File: config.mk
export PLATFORM = sky130hd
export DESIGN_NAME = lfsr_rr_sched
export DESIGN_NICKNAME = d
export VERILOG_FILES = /design/src/rtl/lfsr_rr_sched.sv
export SDC_FILE = /design/constraint.sdc
export NUM_CORES = 1
export LEC_CHECK = 0
export CORE_MARGIN = 5
export CORE_UTILIZATION = 46
export CTS_CLUSTER_DIAMETER = 200
export CTS_CLUSTER_SIZE = 24
export DETAILED_ROUTE_END_ITERATION = 10
export PLACE_DENSITY = 0.79
export SETUP_SLACK_MARGIN = 0.5
export SLEW_MARGIN = 20
export SYNTH_ARGS = -nofsm -noshare
export SYNTH_HDL_FRONTEND = slang
export SYNTH_SLANG_ARGS = --single-unit
export TNS_END_PERCENT = 50
File: constraint.sdc
create_clock -name clk -period 2 [get_ports clk]
set_input_delay 0.3 -clock clk [delete_from_list [all_inputs] [get_ports clk]]
set_output_delay 0.3 -clock clk [all_outputs]
set_load 0.05 [all_outputs]
File: src/rtl/lfsr_rr_sched.sv
// Round-robin scheduler sharing one XNOR LFSR among NREQ requesters.
// Optional LFSR_RR_SCHED_BACKPRESSURE_EN adds rnd_ready flow control.
module lfsr_rr_sched #(
    parameter int WIDTH = 5,
    parameter int TAP_A = 1,
    parameter int TAP_B = 3,
    parameter int NREQ  = 4,
    parameter int LEN_W = 4
) (
    input  logic                      clk,
    input  logic                      rst,
    input  logic                      seed_load,
    input  logic [WIDTH-1:0]          seed,
    input  logic [NREQ-1:0]           req,
    input  logic [NREQ*LEN_W-1:0]     req_len,
`ifdef LFSR_RR_SCHED_BACKPRESSURE_EN
    input  logic                      rnd_ready,
`endif
    output logic [NREQ-1:0]           gnt,
    output logic                      rnd_valid,
    output logic [WIDTH-1:0]          rnd_data,
    output logic [$clog2(NREQ)-1:0]   rnd_id,
    output logic                      rnd_last,
    output logic                      busy,
    output logic                      lockup
);

    localparam int ID_W = $clog2(NREQ);

    typedef enum logic {
        ST_IDLE = 1'b0,
        ST_RUN  = 1'b1
    } state_t;

    state_t             r_state;
    logic [WIDTH-1:0]   r_s;
    logic [ID_W-1:0]    r_ptr;
    logic [LEN_W-1:0]   r_cnt;
    logic [NREQ-1:0]    r_gnt;
    logic               r_valid;
    logic [WIDTH-1:0]   r_data;
    logic [ID_W-1:0]    r_id;
    logic               r_last;
    logic               r_lockup;

    state_t             w_state_n;
    logic [WIDTH-1:0]   w_s_n;
    logic [ID_W-1:0]    w_ptr_n;
    logic [LEN_W-1:0]   w_cnt_n;
    logic [NREQ-1:0]    w_gnt_n;
    logic               w_valid_n;
    logic [WIDTH-1:0]   w_data_n;
    logic [ID_W-1:0]    w_id_n;
    logic               w_last_n;
    logic               w_lock_n;

    logic               w_ones;
    logic               w_fb;
    logic [WIDTH-1:0]   w_step;
    logic               w_take;
    logic               w_hit;
    logic [ID_W-1:0]    w_idx;
    logic [ID_W-1:0]    w_cand;
    logic [LEN_W-1:0]   w_len [NREQ];

    // All-ones is the XNOR dead state; escape through zero.
    assign w_ones = &r_s;
    assign w_fb   = ~(r_s[TAP_A] ^ r_s[TAP_B]);
    assign w_step = w_ones ? '0 : {r_s[WIDTH-2:0], w_fb};

`ifdef LFSR_RR_SCHED_BACKPRESSURE_EN
    assign w_take = ~r_valid | rnd_ready;
`else
    assign w_take = 1'b1;
`endif

    for (genvar g = 0; g < NREQ; g++) begin : g_len
        assign w_len[g] = req_len[g*LEN_W +: LEN_W];
    end

    always_comb begin
        w_hit  = 1'b0;
        w_idx  = '0;
        w_cand = '0;
        for (int k = 1; k <= NREQ; k++) begin
            w_cand = ID_W'((int'(r_ptr) + k) % NREQ);
            if (!w_hit && req[w_cand]) begin
                w_hit = 1'b1;
                w_idx = w_cand;
            end
        end
    end

    always_comb begin
        w_state_n = r_state;
        w_s_n     = r_s;
        w_ptr_n   = r_ptr;
        w_cnt_n   = r_cnt;
        w_gnt_n   = r_gnt;
        w_valid_n = r_valid;
        w_data_n  = r_data;
        w_id_n    = r_id;
        w_last_n  = r_last;
        w_lock_n  = r_lockup;
        unique case (r_state)
            ST_IDLE: begin
                if (w_take) begin
                    w_valid_n = 1'b0;
                    w_last_n  = 1'b0;
                end
                // A pending unaccepted last word blocks the next grant.
                if (seed_load) begin
                    w_s_n    = seed;
                    w_lock_n = 1'b0;
                end else if (w_hit && w_take) begin
                    w_ptr_n   = w_idx;
                    w_cnt_n   = w_len[w_idx];
                    w_gnt_n   = NREQ'(1) << w_idx;
                    w_id_n    = w_idx;
                    w_state_n = ST_RUN;
                end
            end
            ST_RUN: begin
                if (w_take) begin
                    w_s_n     = w_step;
                    w_lock_n  = r_lockup | w_ones;
                    w_valid_n = 1'b1;
                    w_data_n  = w_step;
                    w_last_n  = (r_cnt == '0);
                    w_cnt_n   = r_cnt - 1'b1;
                    if (r_cnt == '0) begin
                        w_state_n = ST_IDLE;
                        w_gnt_n   = '0;
                    end
                end
            end
        endcase
    end

    always_ff @(posedge clk or negedge rst) begin
        if (!rst) begin
            r_state  <= ST_IDLE;
            r_s      <= '0;
            r_ptr    <= ID_W'(NREQ - 1);
            r_cnt    <= '0;
            r_gnt    <= '0;
            r_valid  <= 1'b0;
            r_data   <= '0;
            r_id     <= '0;
            r_last   <= 1'b0;
            r_lockup <= 1'b0;
        end else begin
            r_state  <= w_state_n;
            r_s      <= w_s_n;
            r_ptr    <= w_ptr_n;
            r_cnt    <= w_cnt_n;
            r_gnt    <= w_gnt_n;
            r_valid  <= w_valid_n;
            r_data   <= w_data_n;
            r_id     <= w_id_n;
            r_last   <= w_last_n;
            r_lockup <= w_lock_n;
        end
    end

    assign gnt       = r_gnt;
    assign rnd_valid = r_valid;
    assign rnd_data  = r_data;
    assign rnd_id    = r_id;
    assign rnd_last  = r_last;
    assign busy      = (r_state == ST_RUN);
    assign lockup    = r_lockup;

endmodule

# [Word level (Yosys, flattened, before mapping)]
# Index checks and enable logic that the tools add are counted.
[totals] register_bits=26 latch_bits=0 ram_bits=0 mem_bits_ro=0 input_bits=28 output_inout_bits=15 wordCells=79 memories=0
[op_classes] add_sub_neg=5 n_mul=0 n_div=0 n_lt_le_gt_ge=5 n_eq_ne=4 shift=1 muxes=37 n_bitwise=6 n_reduce_logical=11
[op_table] op="$mux W4" count=7
[op_table] op="$pmux W4 S2" count=2
[op_table] op="$lt A2 B3 Y1 const B" count=4
[op_table] op="$mux W1" count=12
[op_table] op="$mux W5" count=2
[op_table] op="$pmux W5 S2" count=1
[op_table] op="$bmux W1 S2" count=4
[op_table] op="$bmux W4 S2" count=1
[op_table] op="$mux W2" count=4
[op_table] op="$pmux W1 S2" count=4
[op_table] op="$ne A2 B2 Y1 const B" count=3
[op_table] op="$reduce_and A3 Y1" count=2
[op_table] op="$reduce_and A5 Y1" count=1
[op_table] op="$add A2 B1 Y2 const B" count=2
[op_table] op="$add A2 B2 Y2 const B" count=2
[op_table] op="$logic_not A4 Y1" count=1
[op_table] op="$shl A1 B2 Y4 const A" count=1
[op_table] op="$sub A4 B1 Y4 const B" count=1
[op_table] op="$ge A3 B3 Y1 const B" count=1
[op_table] op="$logic_and A1 B1 Y1" count=3
[op_table] op="$logic_not A1 Y1" count=3
[op_table] op="$not A1 Y1" count=3
[op_table] op="$not A2 Y3" count=1
[op_table] op="$ne A2 B1 Y1 const B" count=1
[op_table] op="other kinds (3)" count=3

# [Longest topological paths before layout]
[logic_depth] depth_word=20 ltp_mapped=6 mapped_depth_nobuf=6

# [Least setup slack after synthesis]
# OpenSTA, ideal clock, no wires.
[synth_timing] path_kind="flip-flop to flip-flop" startpoint="register r_ptr[1]" endpoint="register r_cnt[3]" setup_time_ns=0.123 arrival_time_ns=1.546 required_time_ns=1.877 setup_slack_ns=0.331 stages_incl_launch_ff=6 path_buffers=0 period_less_slack_ns=1.669 cell_sequence="dfstp_2 -> nand2b_1 -> a21boi_2 -> o21ai_4 -> mux2_1 -> o221a_1"
[synth_between] elab_chain_len=20 elab_cells_between_ends=35 classes_between="add/sub: 4; eq/ne: 1; mux: 22; bitwise: 1; reduce/logical: 7"
[synth_lines] element="start, declared" line="37" rtl="logic [ID_W-1:0] r_ptr;"
[synth_lines] element="start signal, assigned" line="144" rtl="r_ptr <= ID_W'(NREQ - 1);"
[synth_lines] element="start signal, assigned" line="155" rtl="r_ptr <= w_ptr_n;"
[synth_lines] element="$add A2 B1 Y2" line="86" rtl="w_cand = ID_W'((int'(r_ptr) + k) % NREQ);"
[synth_lines] element="$bmux W1 S2" line="87" rtl="if (!w_hit && req[w_cand]) begin"
[synth_lines] element="$mux W1 (implied by the code)" line="87"
[synth_lines] element="$mux W1" line="87"
[synth_lines] element="$logic_not A1 Y1" line="87"
[synth_lines] element="$logic_and A1 B1 Y1" line="87"
[synth_lines] element="$mux W1" line="87"
[synth_lines] element="$logic_not A1 Y1" line="87"
[synth_lines] element="(+3 left out)"
[synth_lines] element="$logic_and A1 B1 Y1" line="87"
[synth_lines] element="$mux W2" line="87"
[synth_lines] element="$not A2 Y3 (implied by the code)" line="117" rtl="w_cnt_n = w_len[w_idx];"
[synth_lines] element="$bmux W4 S2" line="117"
[synth_lines] element="$mux W4 (implied by the code) (2 in a row)" line="117"
[synth_lines] element="$mux W4" line="115" rtl="end else if (w_hit && w_take) begin"
[synth_lines] element="$mux W4" line="112" rtl="if (seed_load) begin"
[synth_lines] element="$pmux W4 S2" line="105" rtl="unique case (r_state)"
[synth_lines] element="end signal, assigned" line="156" rtl="r_cnt <= w_cnt_n;"
[synth_lines] element="end, declared" line="38" rtl="logic [LEN_W-1:0] r_cnt;"
# Parallel ways exist; a longest one is shown, timed or not. The select of a mux whose other input is x is not followed.
# A chain may end at the register's enable or synchronous reset.

# [Final worst setup path]
# Same ends and word-level chain as after synthesis.

==> impl_results.md <==
- Status: complete, no violations
- Yosys Warn Count: 0
- Width of the die: 65.6 um
- Routability congestion estimate: 0.816
- CTS Root Buffer Type: clkbuf_4
- Vias in the first global route: 1371
- CP arrival: 1.95 ns
- FFs w/ async S/R, synth: 1.00
- Largest stage delay on the critical path: 0.63 ns
- IO buf count: 42
- Hold crit path type: input pin to asynchronous set/reset pin
- Post-synthesis sequential area ratio: 0.459
- Max Slew Vio Count: 0
- Critical Path RT: 2.21 ns
- # IOs: 43
- Seq cells post-synth: 26
- Lkg Pwr: 0.998 nW
- Non-Filler Instances: 241
- Final setup viols: 0
- Residual DRC count: 0
- Final period utilization: 0.866
- Starting DRT DRC Count: 59
- Fin Clk Skew: 0.00380 ns
- Initial Util: 0.474
- Per-cell routed wire length: 15.0 um
- Reg-to-reg endpoint: r_cnt[3]$_DFFE_PN0P_
- Detail Placement HPWL: 2780 um
- Worst Tran Pin Value: 0.503 ns
- Via density: 5.56
- Min Tclk post-route: 1.73 ns
- Critical path cell sequence: mux2i_1 -> o22a_2 -> o21ai_4 -> mux2_4 -> o221a_1
- Design Area, Final: 0.00211 mm2
- Power density over cell area: 1460 mW/mm2
- Critical Path Sink Type: flip-flop
- Max-Cap Viols: 0
- Overall power: 3.08 mW
- First-pass GRT wire length: 5930 um
- RSZ-0062 raised after global routing: true
- Worst r2r src: r_ptr[1]$_DFFE_PN1P_
- FF-to-FF path depth: 5
- Row count: 20
- CTS buffer count: 3
- Crit-path slowest cell: dfstp_2
- Setup TNS: 0 ns
- CTS tree: built
- Num Clock Sinks: 26
- Slew HR: 0.664
- Reg clk slew, reported paths: 0.14 ns
- H-tree depth: 1
- Max Root-Sink Buffers: 2
- DIE AREA: 0.00430 mm2
- Mapped Nets: 178
- Placed insts: 235
- Worst-Skew Late Latency: 0.31 ns
- DP Area: 0.00199 mm2
- Critical path class: flip-flop to flip-flop
- Worst Setup SP: r_ptr[1]$_DFFE_PN1P_
- Syn_area_per_cell: 9.61 um2
- Antenna Diode Count: 0
- Primary FF master, synth: dfrtp_1
- Startpoint class of the critical path: flip-flop
- Initial antenna violation count: 0
- ANT nets after route: 0
- Share of cells above drive strength 1: 0.240
- DIE HEIGHT: 65.6 um
- Layout Nets: 239
- Core ar.: 0.00300 mm2
- CP endpoint: r_cnt[3]$_DFFE_PN0P_
- Post-synth EDFFs: 0
- Fill cell count: 248
- Routed WL: 3600 um
- FF-to-FF setup slack: 0.27 ns
- Distinct cell type count after synthesis: 43
- # hold bufs at CTS: 0
- First-pass DRT Iterations: 4
- Grt ovf: 0
- F_max: 577 MHz
- Mapped Cells: 148
- Final hold vios: 0
- Vias: 1339
- Largest net degree at the start of global routing: 27
- Synthesized area: 0.00142 mm2
- Area Growth Syn to Fin: 48.6%
- Crit path max fanout: 7
- Utilization after layout: 0.704
- Peak VDD IR: 0.000797 V
- Tot GR Track Use: 0.176
layout by cell type (no fill, tap or decap), types with 3 or more instances in the layout:
| master | instances |
|---|---|
| nand3_1 | 12 |
| dlymetal6s2s_1 | 3 |
| buf_4 | 20 |
| nand2b_1 | 4 |
| dlygate4sd2_1 | 3 |
| clkbuf_4 | 3 |
| clkdlybuf4s50_1 | 24 |
| o21ai_0 | 12 |
| dfrtp_1 | 24 |
| clkdlybuf4s15_2 | 10 |
| nand2_1 | 9 |
| inv_1 | 14 |
| mux2i_1 | 11 |
| nor2_1 | 8 |
| nor3_1 | 3 |
| a21oi_1 | 3 |
power by group:
part / switching (mW) / total [mW] / internal (mW)
clock: 0.155 / 0.266 / 0.111
combinational: 1.06 / 1.82 / 0.761
sequential: 0.208 / 0.992 / 0.784
total: 1.42 / 3.08 / 1.66
critical path: cells and delay by family (launching register included):
kind            cells  cell delay, ns
mux                 2            0.51
compound gates      3            0.49
flops               1            0.63
cell usage after synthesis (2+ instances only):
cell type  count  area, um2
nand3_1       13       65.1
o21ai_0       13       65.1
dfrtp_1       24        601
nor3_1         3       15.0
dfstp_2        2       52.6
ha_1           2       25.0
nand2_1       10       37.5
inv_1         14       52.6
a21oi_1        4       20.0
nand2b_1       4       25.0
and3_1         2       12.5
xnor2_1        2       17.5
mux2_1         2       22.5
a31oi_1        2       12.5
and2_1         2       12.5
a22oi_1        2       15.0
mux2i_1       11        110
nor2_1         9       33.8
clkbuf_1       3       11.3
registers in the layout (all words and copies together) (netlist names):
| name | flops |
|---|---|
| rnd_id | 2 |
| lockup | 1 |
| r_cnt | 4 |
| busy | 1 |
| gnt | 4 |
| rnd_last | 1 |
| r_s | 5 |
| r_ptr | 2 |
| rnd_valid | 1 |
| rnd_data | 5 |
stage by stage:
stage	hold slack, ns	setup WS [ns]
6_report	0.336	0.268
3_5_place_dp	0.469	-0.104
2_1_floorplan	0.00441	0.331
4_1_cts	0.343	0.226
3_3_place_gp	0.465	-0.0518
5_1_grt	0.325	0.223
area by class of cell:
type | count | area, um2 | share of cell area
Clock buffer | 4 | 36.3 | 0.0172
Inverter | 14 | 52.6 | 0.0249
Multi-Input combinational cell | 102 | 734 | 0.347
Sequential cell | 26 | 653 | 0.309
Tap cell | 33 | 41.3 | 0.0195
Timing Repair Buffer | 62 | 597 | 0.282
what timing repair did:
action,in CTS,in global routing
endpoints found under the setup margin,28,18
resized for setup,36,14
pin swaps,1,3
buffers inserted,2,0
per-layer routing:
| metal | vias up | track usage | routed length, um |
|---|---|---|---|
| met5 | - | 0 | 0 |
| met4 | 0 | 0.0648 | 58 |
| met3 | 9 | 0.0393 | 181 |
| met2 | 41 | 0.325 | 1880 |
| met1 | 648 | 0.195 | 1480 |
| li1 | 641 | - | - |
worst min path at each step:
stage	start	endpoint	slack, ns	cells past startpoint
after floorplan	rst	busy$_DFF_PN0_	0.004	0
after global placement	rnd_id[1]$_DFFE_PN0P_	rnd_id[1]$_DFFE_PN0P_	0.46	2
after detailed placement	rnd_id[1]$_DFFE_PN0P_	rnd_id[1]$_DFFE_PN0P_	0.47	2
after CTS	rst	r_s[0]$_DFFE_PN0N_	0.34	2
after global routing	rst	rnd_data[1]$_DFFE_PN0P_	0.32	2
final	rst	r_s[2]$_DFFE_PN0N_	0.34	2
logic make-up after synthesis:
kind of cell,synth area share
and+or+nand+nor,0.165
buffers and inverters,0.0616
AOI/OAI and AO/OA,0.185
adders and majority gates,0.0176
muxes,0.0932
xor gates and xnor gates,0.0185
DFF,0.459
(Power assumes the default switching activity.)
